<file path="config.mk">
export PLATFORM = sky130hd
export DESIGN_NAME = pll_lock_supervisor
export DESIGN_NICKNAME = d
export VERILOG_FILES = /design/src/rtl/pll_lock_supervisor.sv
export SDC_FILE = /design/constraint.sdc
export NUM_CORES = 1
export LEC_CHECK = 0
export CORE_ASPECT_RATIO = 1.5
export CORE_UTILIZATION = 45
export CTS_BUF_LIST = sky130_fd_sc_hd__clkbuf_4
export CTS_CLUSTER_DIAMETER = 200
export DETAILED_ROUTE_END_ITERATION = 10
export GPL_TIMING_DRIVEN = 0
export SLEW_MARGIN = 20
export SYNTH_ARGS = -nofsm -noshare
export SYNTH_HDL_FRONTEND = slang
export SYNTH_SLANG_ARGS = --single-unit
</file>
<file path="constraint.sdc">
create_clock -name clkin -period 2.9 [get_ports clkin]
set_clock_uncertainty 0.15 [all_clocks]
set_input_delay 0.435 -clock clkin [delete_from_list [all_inputs] [get_ports clkin]]
set_output_delay 0.435 -clock clkin [all_outputs]
set_load 0.02 [all_outputs]
</file>
<file path="src/rtl/pll_lock_supervisor.sv">
// pll_lock_supervisor: sequences an ECP5 PLL, qualifies LOCK and releases per-domain resets in order.
// Rev 1.0
`default_nettype none

module pll_lock_supervisor #(
  parameter int CHANNELS       = 3,
  parameter int PLL_RST_CYCLES = 16,
  parameter int LOCK_FILTER    = 1024,
  parameter int LOCK_TIMEOUT   = 1048576,
  parameter int STAGGER        = 256,
  parameter int MAX_RETRIES    = 3
) (
  input  logic                clkin,
  input  logic                rst,
  input  logic                pll_locked,
  input  logic                force_relock,
  input  logic                clear_fault,
  output logic                pll_rst,
  output logic [CHANNELS-1:0] chan_rst,
  output logic [CHANNELS-1:0] chan_ready,
  output logic [2:0]          state,
  output logic [1:0]          retry_count,
  output logic [7:0]          lock_loss_count,
  output logic                fault
);

  localparam int RW = $clog2(PLL_RST_CYCLES + 1);
  localparam int TW = $clog2(LOCK_TIMEOUT + 1);
  localparam int FW = $clog2(LOCK_FILTER + 1);
  localparam int SW = $clog2((CHANNELS - 1) * STAGGER + 2);

  localparam logic [RW-1:0] RST_LAST  = RW'(PLL_RST_CYCLES - 1);
  localparam logic [TW-1:0] TO_LAST   = TW'(LOCK_TIMEOUT - 1);
  localparam logic [FW-1:0] FILT_LAST = FW'(LOCK_FILTER - 1);
  localparam logic [SW-1:0] STG_LAST  = SW'((CHANNELS - 1) * STAGGER);
  localparam logic [1:0]    RETRY_MAX = 2'(MAX_RETRIES);

  typedef enum logic [2:0] {
    S_RESET_PLL = 3'd0,
    S_WAIT_LOCK = 3'd1,
    S_RELEASE   = 3'd2,
    S_RUN       = 3'd3,
    S_FAULT     = 3'd4
  } state_t;

  state_t cur, nxt;
  logic sync1, lk_s;
  logic [RW-1:0] rst_cnt, rst_cnt_n;
  logic [TW-1:0] to_cnt, to_cnt_n;
  logic [FW-1:0] filt_cnt, filt_cnt_n;
  logic [SW-1:0] stg_cnt, stg_cnt_n;
  logic pll_rst_n, fault_n, restart, lost;
  logic [CHANNELS-1:0] chan_rst_n, chan_ready_n;
  logic [1:0] retry_n, retry_inc;
  logic [7:0] llc_n;

  assign state = cur;

  always_ff @(posedge clkin) begin
    if (rst) begin
      sync1           <= 1'b0;
      lk_s            <= 1'b0;
      cur             <= S_RESET_PLL;
      rst_cnt         <= '0;
      to_cnt          <= '0;
      filt_cnt        <= '0;
      stg_cnt         <= '0;
      pll_rst         <= 1'b1;
      chan_rst        <= '1;
      chan_ready      <= '0;
      retry_count     <= 2'd0;
      lock_loss_count <= 8'd0;
      fault           <= 1'b0;
    end else begin
      sync1           <= pll_locked;
      lk_s            <= sync1;
      cur             <= nxt;
      rst_cnt         <= rst_cnt_n;
      to_cnt          <= to_cnt_n;
      filt_cnt        <= filt_cnt_n;
      stg_cnt         <= stg_cnt_n;
      pll_rst         <= pll_rst_n;
      chan_rst        <= chan_rst_n;
      chan_ready      <= chan_ready_n;
      retry_count     <= retry_n;
      lock_loss_count <= llc_n;
      fault           <= fault_n;
    end
  end

  always_comb begin
    nxt          = cur;
    rst_cnt_n    = rst_cnt;
    to_cnt_n     = to_cnt;
    filt_cnt_n   = filt_cnt;
    stg_cnt_n    = stg_cnt;
    pll_rst_n    = pll_rst;
    chan_rst_n   = chan_rst;
    chan_ready_n = chan_ready;
    retry_n      = retry_count;
    llc_n        = lock_loss_count;
    fault_n      = fault;
    retry_inc    = retry_count + 2'd1;
    restart      = 1'b0;
    // A single unlocked synchronised sample is treated as a loss; no filtering here.
    lost         = ((cur == S_RELEASE) || (cur == S_RUN)) && !lk_s;

    if (force_relock && (cur != S_FAULT)) begin
      restart = 1'b1;
    end else if (lost) begin
      restart = 1'b1;
      retry_n = 2'd0;
      llc_n   = (lock_loss_count == 8'hFF) ? lock_loss_count : lock_loss_count + 8'd1;
    end else begin
      unique case (cur)
        S_RESET_PLL: begin
          if (rst_cnt == RST_LAST) begin
            nxt       = S_WAIT_LOCK;
            pll_rst_n = 1'b0;
          end else begin
            rst_cnt_n = rst_cnt + 1'b1;
          end
        end
        S_WAIT_LOCK: begin
          if (lk_s && (filt_cnt == FILT_LAST)) begin
            nxt = S_RELEASE;
          end else if (to_cnt == TO_LAST) begin
            retry_n = retry_inc;
            if (retry_inc == RETRY_MAX) begin
              nxt       = S_FAULT;
              pll_rst_n = 1'b1;
              fault_n   = 1'b1;
            end else begin
              restart = 1'b1;
            end
          end else begin
            to_cnt_n   = to_cnt + 1'b1;
            filt_cnt_n = lk_s ? filt_cnt + 1'b1 : '0;
          end
        end
        S_RELEASE: begin
          for (int i = 0; i < CHANNELS; i++) begin
            if (stg_cnt == SW'(i * STAGGER)) begin
              chan_rst_n[i]   = 1'b0;
              chan_ready_n[i] = 1'b1;
            end
          end
          if (stg_cnt == STG_LAST) begin
            nxt     = S_RUN;
            retry_n = 2'd0;
          end else begin
            stg_cnt_n = stg_cnt + 1'b1;
          end
        end
        S_RUN: begin
          chan_rst_n   = '0;
          chan_ready_n = '1;
        end
        S_FAULT: begin
          if (clear_fault) begin
            restart = 1'b1;
            retry_n = 2'd0;
          end
        end
        default: restart = 1'b1;
      endcase
    end

    if (restart) begin
      nxt          = S_RESET_PLL;
      rst_cnt_n    = '0;
      to_cnt_n     = '0;
      filt_cnt_n   = '0;
      stg_cnt_n    = '0;
      pll_rst_n    = 1'b1;
      chan_rst_n   = '1;
      chan_ready_n = '0;
      fault_n      = 1'b0;
    end
  end

endmodule

`default_nettype wire

</file>
* Word-level counts from Yosys, hierarchy flattened
Index checks and enable logic that the tools add are counted.
Word-level totals: output and inout port bits 21, flip-flop bits (word level) 70, bits of input ports 5
Operators by class: mux-type cells 33, add/sub/neg operators 6, reductions and logical operators 24, equal/unequal tests 25, bitwise logic cells 7
Operator list (count):
- $add 21x1->21 const B | 1
- $eq 21x20->1 const B | 1
- $reduce_and 4->1 | 5
- $ne 3x3->1 const B | 6
- $mux 1 | 16
- $mux 3 | 5
- $reduce_and 7->1 | 2
- $pmux 3 s2 | 2
- $reduce_and 6->1 | 2
- $add 11x1->11 const B | 1
- $eq 11x10->1 const B | 1
- $mux 11 | 1
- $add 10x1->10 const B | 1
- $eq 10x10->1 const B | 1
- $eq 10x9->1 const B | 1
- $logic_not 10->1 | 1
- $mux 2 | 5
- $pmux 3 s3 | 1
- $add 8x1->8 const B | 1
- $eq 8x8->1 const B | 1
- $ne 2x2->1 const B | 4
- $not 1->1 | 7
- $eq 3x2->1 const B | 2
- $ne 2x1->1 const B | 3
- other kinds (21) | 24

* Longest topological paths before layout
Gate-level depths: netlist (run 1).
word-level depth 9, gate-level depth with buffers 8

* Least setup slack after synthesis (run 1)
Ideal clock, no wire load.
path type in2reg, from in force_relock, to reg to_cnt[11], data required time 2684 ps, slack 643 ps, arrival time 2041 ps, path buffers 1, cell stages on the path 6, path through or2_4 > or3_4 > a211o_1 > buf_6 > or4_4 > a21oi_2
Between the ends: cells in the longest elaborated chain, start to end 3
Ends and longest elaborated chain:
- start: declaration | RTL line 16 | input logic force_relock,
- $logic_and 1x1->1 (*) | RTL line 108 | if (force_relock && (cur != S_FAULT)) begin
- $mux 1 / $not 1->1 (equally long branches)
- $reduce_or 2->1 (no line) / $reduce_and 5->1 (equally long branches)
- end signal: assignment | RTL line 79 | to_cnt <= to_cnt_n;
- end: declaration | RTL line 49 | logic [TW-1:0] to_cnt, to_cnt_n;
Every way passes the cells marked *; elsewhere a longest branch is shown, timed or not. A chain may end at the register's enable or synchronous reset.

* Final worst setup path (run 1)
from reg filt_cnt[0], to reg to_cnt[18]
Between the ends: cells in the longest elaborated chain, start to end 7
Ends and longest elaborated chain:
- start: declaration | RTL line 50 | logic [FW-1:0] filt_cnt, filt_cnt_n;
- start signal: assignment | RTL line 80 | filt_cnt <= filt_cnt_n;
- $eq 11x10->1 (*) | RTL line 125 | if (lk_s && (filt_cnt == FILT_LAST)) begin
- $logic_and 1x1->1 (*) | RTL line 125
- $mux 1 | RTL line 125
- $pmux 1 s3 | RTL line 115 | unique case (cur)
- $mux 1 | RTL line 110 | end else if (lost) begin
- $mux 1 | RTL line 108
- $reduce_or 2->1 (no line)
Marks and branches as above.

==> flow_summary.yaml, run 1 <==
status:
  status: "finished clean"
clock_tree:
  cts_resized: 0
  cts_root_buf: "clkbuf_4"
  cts_setup_buffers: 0
  cts_tree: "built"
  cts_made_buffers: 9
  clock_path_buffers: 2
  clkSinkCount: 70
  htreeDepth: 3
  clkLatencyLatePin_ns: 0.42
  hold_buffers: 0
  clkSlewWorstSetupHoldPaths_ns: 0.11
power_and_ir_drop:
  p_leak_nw: 1.22
  vdd_ir_drop_max_v: 0.000230
  power.density_nw_per_um2: 390
synth:
  synth_common_cells: "dfxtp_1 (70), nor2_1 (48), a21oi_1 (32), nand2_1 (24), nand3_1 (23)"
  yosys.cell_count.top_type: "dfxtp_1"
  synth_cell_types: 50
  syn_inst: 398
  synth_edf_count: 0
  synth_top_area_share_pct: 41.4
  syn-cell-area_sq_um: 3380
  syn_nets: 411
  synth_seq_cells: 70
  synth_seq_area_share_pct: 41.4
  async_flop_share_pct: 0
  synthFlopType: "dfxtp_1"
  yosysWarnings: 0
  avgSynthCellArea_sq_um: 8.50
  ys_top_cells_by_area: "dfxtp_1 (41%), nor2_1 (5.3%), a21oi_1 (4.7%), nand3_1 (3.4%), nand4_1 (3.3%)"
  synth_top_cell_by_area: "dfxtp_1"
timing:
  rsz0062_at_grt: "false"
  hold_violations: 0
  final-max-slew-violation-count: 0
  holdWs_ns: 0.302
  max-slew-margin-rel_pct: 43.6
  period_needed_ns: 2.64
  fin_crit_sh_pct: 91.2
  setup_viol: 0
  fmax_mhz: 378
  worstMarginPinSlew_ns: 0.839
place:
  place_inst: 523
  hpwl_um: 5540
  io_buffers: 25
  gp_congestion: 0.767
  place_area_sq_um: 3760
layout:
  num-nets-final: 447
  final_cells: 537
  utilization_pct: 53.0
  layout-drive-gt1-share_pct: 8.01
  num_antenna_cells: 0
  stdcell_area_sq_um: 3860
  synthToLayoutAreaGrowth_pct: 14.0
route:
  drt_iter0_markers: 140
  ant_nets: 0
  route.detailed.vias_per_inst: 5.63
  drc_errors: 0
  wl_per_cell_um: 14.6
  num_vias: 3025
  first_pass_iters: 4
  routed_wl_um: 7830
die:
  start_util_pct: 46.5
  row_count: 38
  dieHeight_um: 108
  dieWidth_um: 72.8
  dieArea_sq_um: 7880
  core_sq_um: 7270
  ios: 26
worst_setup_path:
  crit_path_start_kind: "register"
  worstPathRequired_ns: 3.12
  path_class: "register to register"
  critPathArrivalTime_ns: 2.86
  critPathMaxFanout: 10
  endpoint_kind: "register"
global_route:
  grt_usage_pct: 21.6
  grt_max_degree: 11
  grt_pass1_wl_um: 12900
  grt-ovfl-total: 0
  grt_antenna_before_repair: 0
  first_global_vias: 2856
worst_hold_path:
  hold_class: "register to register"
job:
  drv.max_cap_violation_count: 0
-- metrics by stage --
step,TNS (ns),total power [mW],worst slack [ns]
2_1_floorplan,0,1.01,0.643
3_3_place_gp,-0.0731,1.03,-0.0366
3_5_place_dp,-0.179,1.03,-0.0721
4_1_cts,0,1.52,0.273
5_1_grt,0,1.56,0.0405
6_report,0,1.50,0.256
-- cell type report --
type,count,area (sq um)
Timing Repair Buffer,25,250
Multi-Input combinational cell,295,1840
Sequential cell,70,1400
Clock buffer,10,75.1
Tap cell,100,125
Buffer,16,83.8
Clock inverter,4,16.3
Fill cell,699,3420
Inverter,17,63.8
-- cells in the final DEF (no fill, tap or decap), drive strengths merged, types with 16 or more instances in the layout --
cell type / instances
nor2: 48
nand3: 23
a21oi: 33
inv: 17
nand4: 18
dfxtp: 70
nand2: 24
clkbuf: 16
clkdlybuf4s50: 25
-- metal layers --
layer  GRT usage (%)  share of wire [%]  up-vias
met5               0                  0        -
met1            23.5                 43     1430
met2            38.5                 52       53
met3            4.57                3.0       18
li1                -                  -     1524
met4            11.2                2.6        0
-- power breakdown --
part / switching [mW] / internal [mW]
Combinational: 0.0276 / 0.0141
Sequential: 0.00131 / 0.963
Clock: 0.329 / 0.167
Total: 0.358 / 1.14
-- worst paths after layout --
path / from / to / slack, ns / depth (start not counted)
max: filt_cnt[0] / to_cnt[18] / 0.26 / 8
min: sync1 / lk_s / 0.30 / 1
min reg2reg: sync1 / lk_s / 0.30 / 1
max reg2reg: filt_cnt[0] / to_cnt[18] / 0.26 / 8
-- cell families (layout without fill, tap and decap cells) --
group | Yosys count | count (layout) | synth area share [%]
AOI/OAI and AO/OA | 83 | 83 | 15.8
xor gates and xnor gates | 22 | 22 | 5.70
adders and majority gates | 8 | 8 | 2.96
buffers and inverters | 33 | 72 | 4.36
DFF | 70 | 70 | 41.4
muxes | 5 | 5 | 1.55
and+or+nand+nor | 177 | 177 | 28.2
-- state kept, by name, indices dropped and copies added (netlist names) --
name             count
rst_cnt              5
filt_cnt            11
fault                1
lock_loss_count      8
retry_count          2
sync1                1
to_cnt              21
stg_cnt             10
lk_s                 1
state                3
chan_rst             3
chan_ready           3
pll_rst              1
-- worst max-delay path, stage by stage (launching register included) --
cell and delay (ns):
dfxtp_1 0.42, ha_1 0.25, nand3b_1 0.12, nor3_1 0.70, a211o_1 0.28, buf_6 0.16, buf_2 0.23, o21ai_0 0.15
a21oi_1 0.13
Note: power is estimated with default switching activity, not from simulation.
==> run 2: changes to the inputs <==
ABC_CLOCK_PERIOD_IN_PS = 2900   (was unset)
GPL_ROUTABILITY_DRIVEN = 0   (was unset)
==> results of run 2 <==
No change in the layout: final DEF, timing and power equal those of run 1.
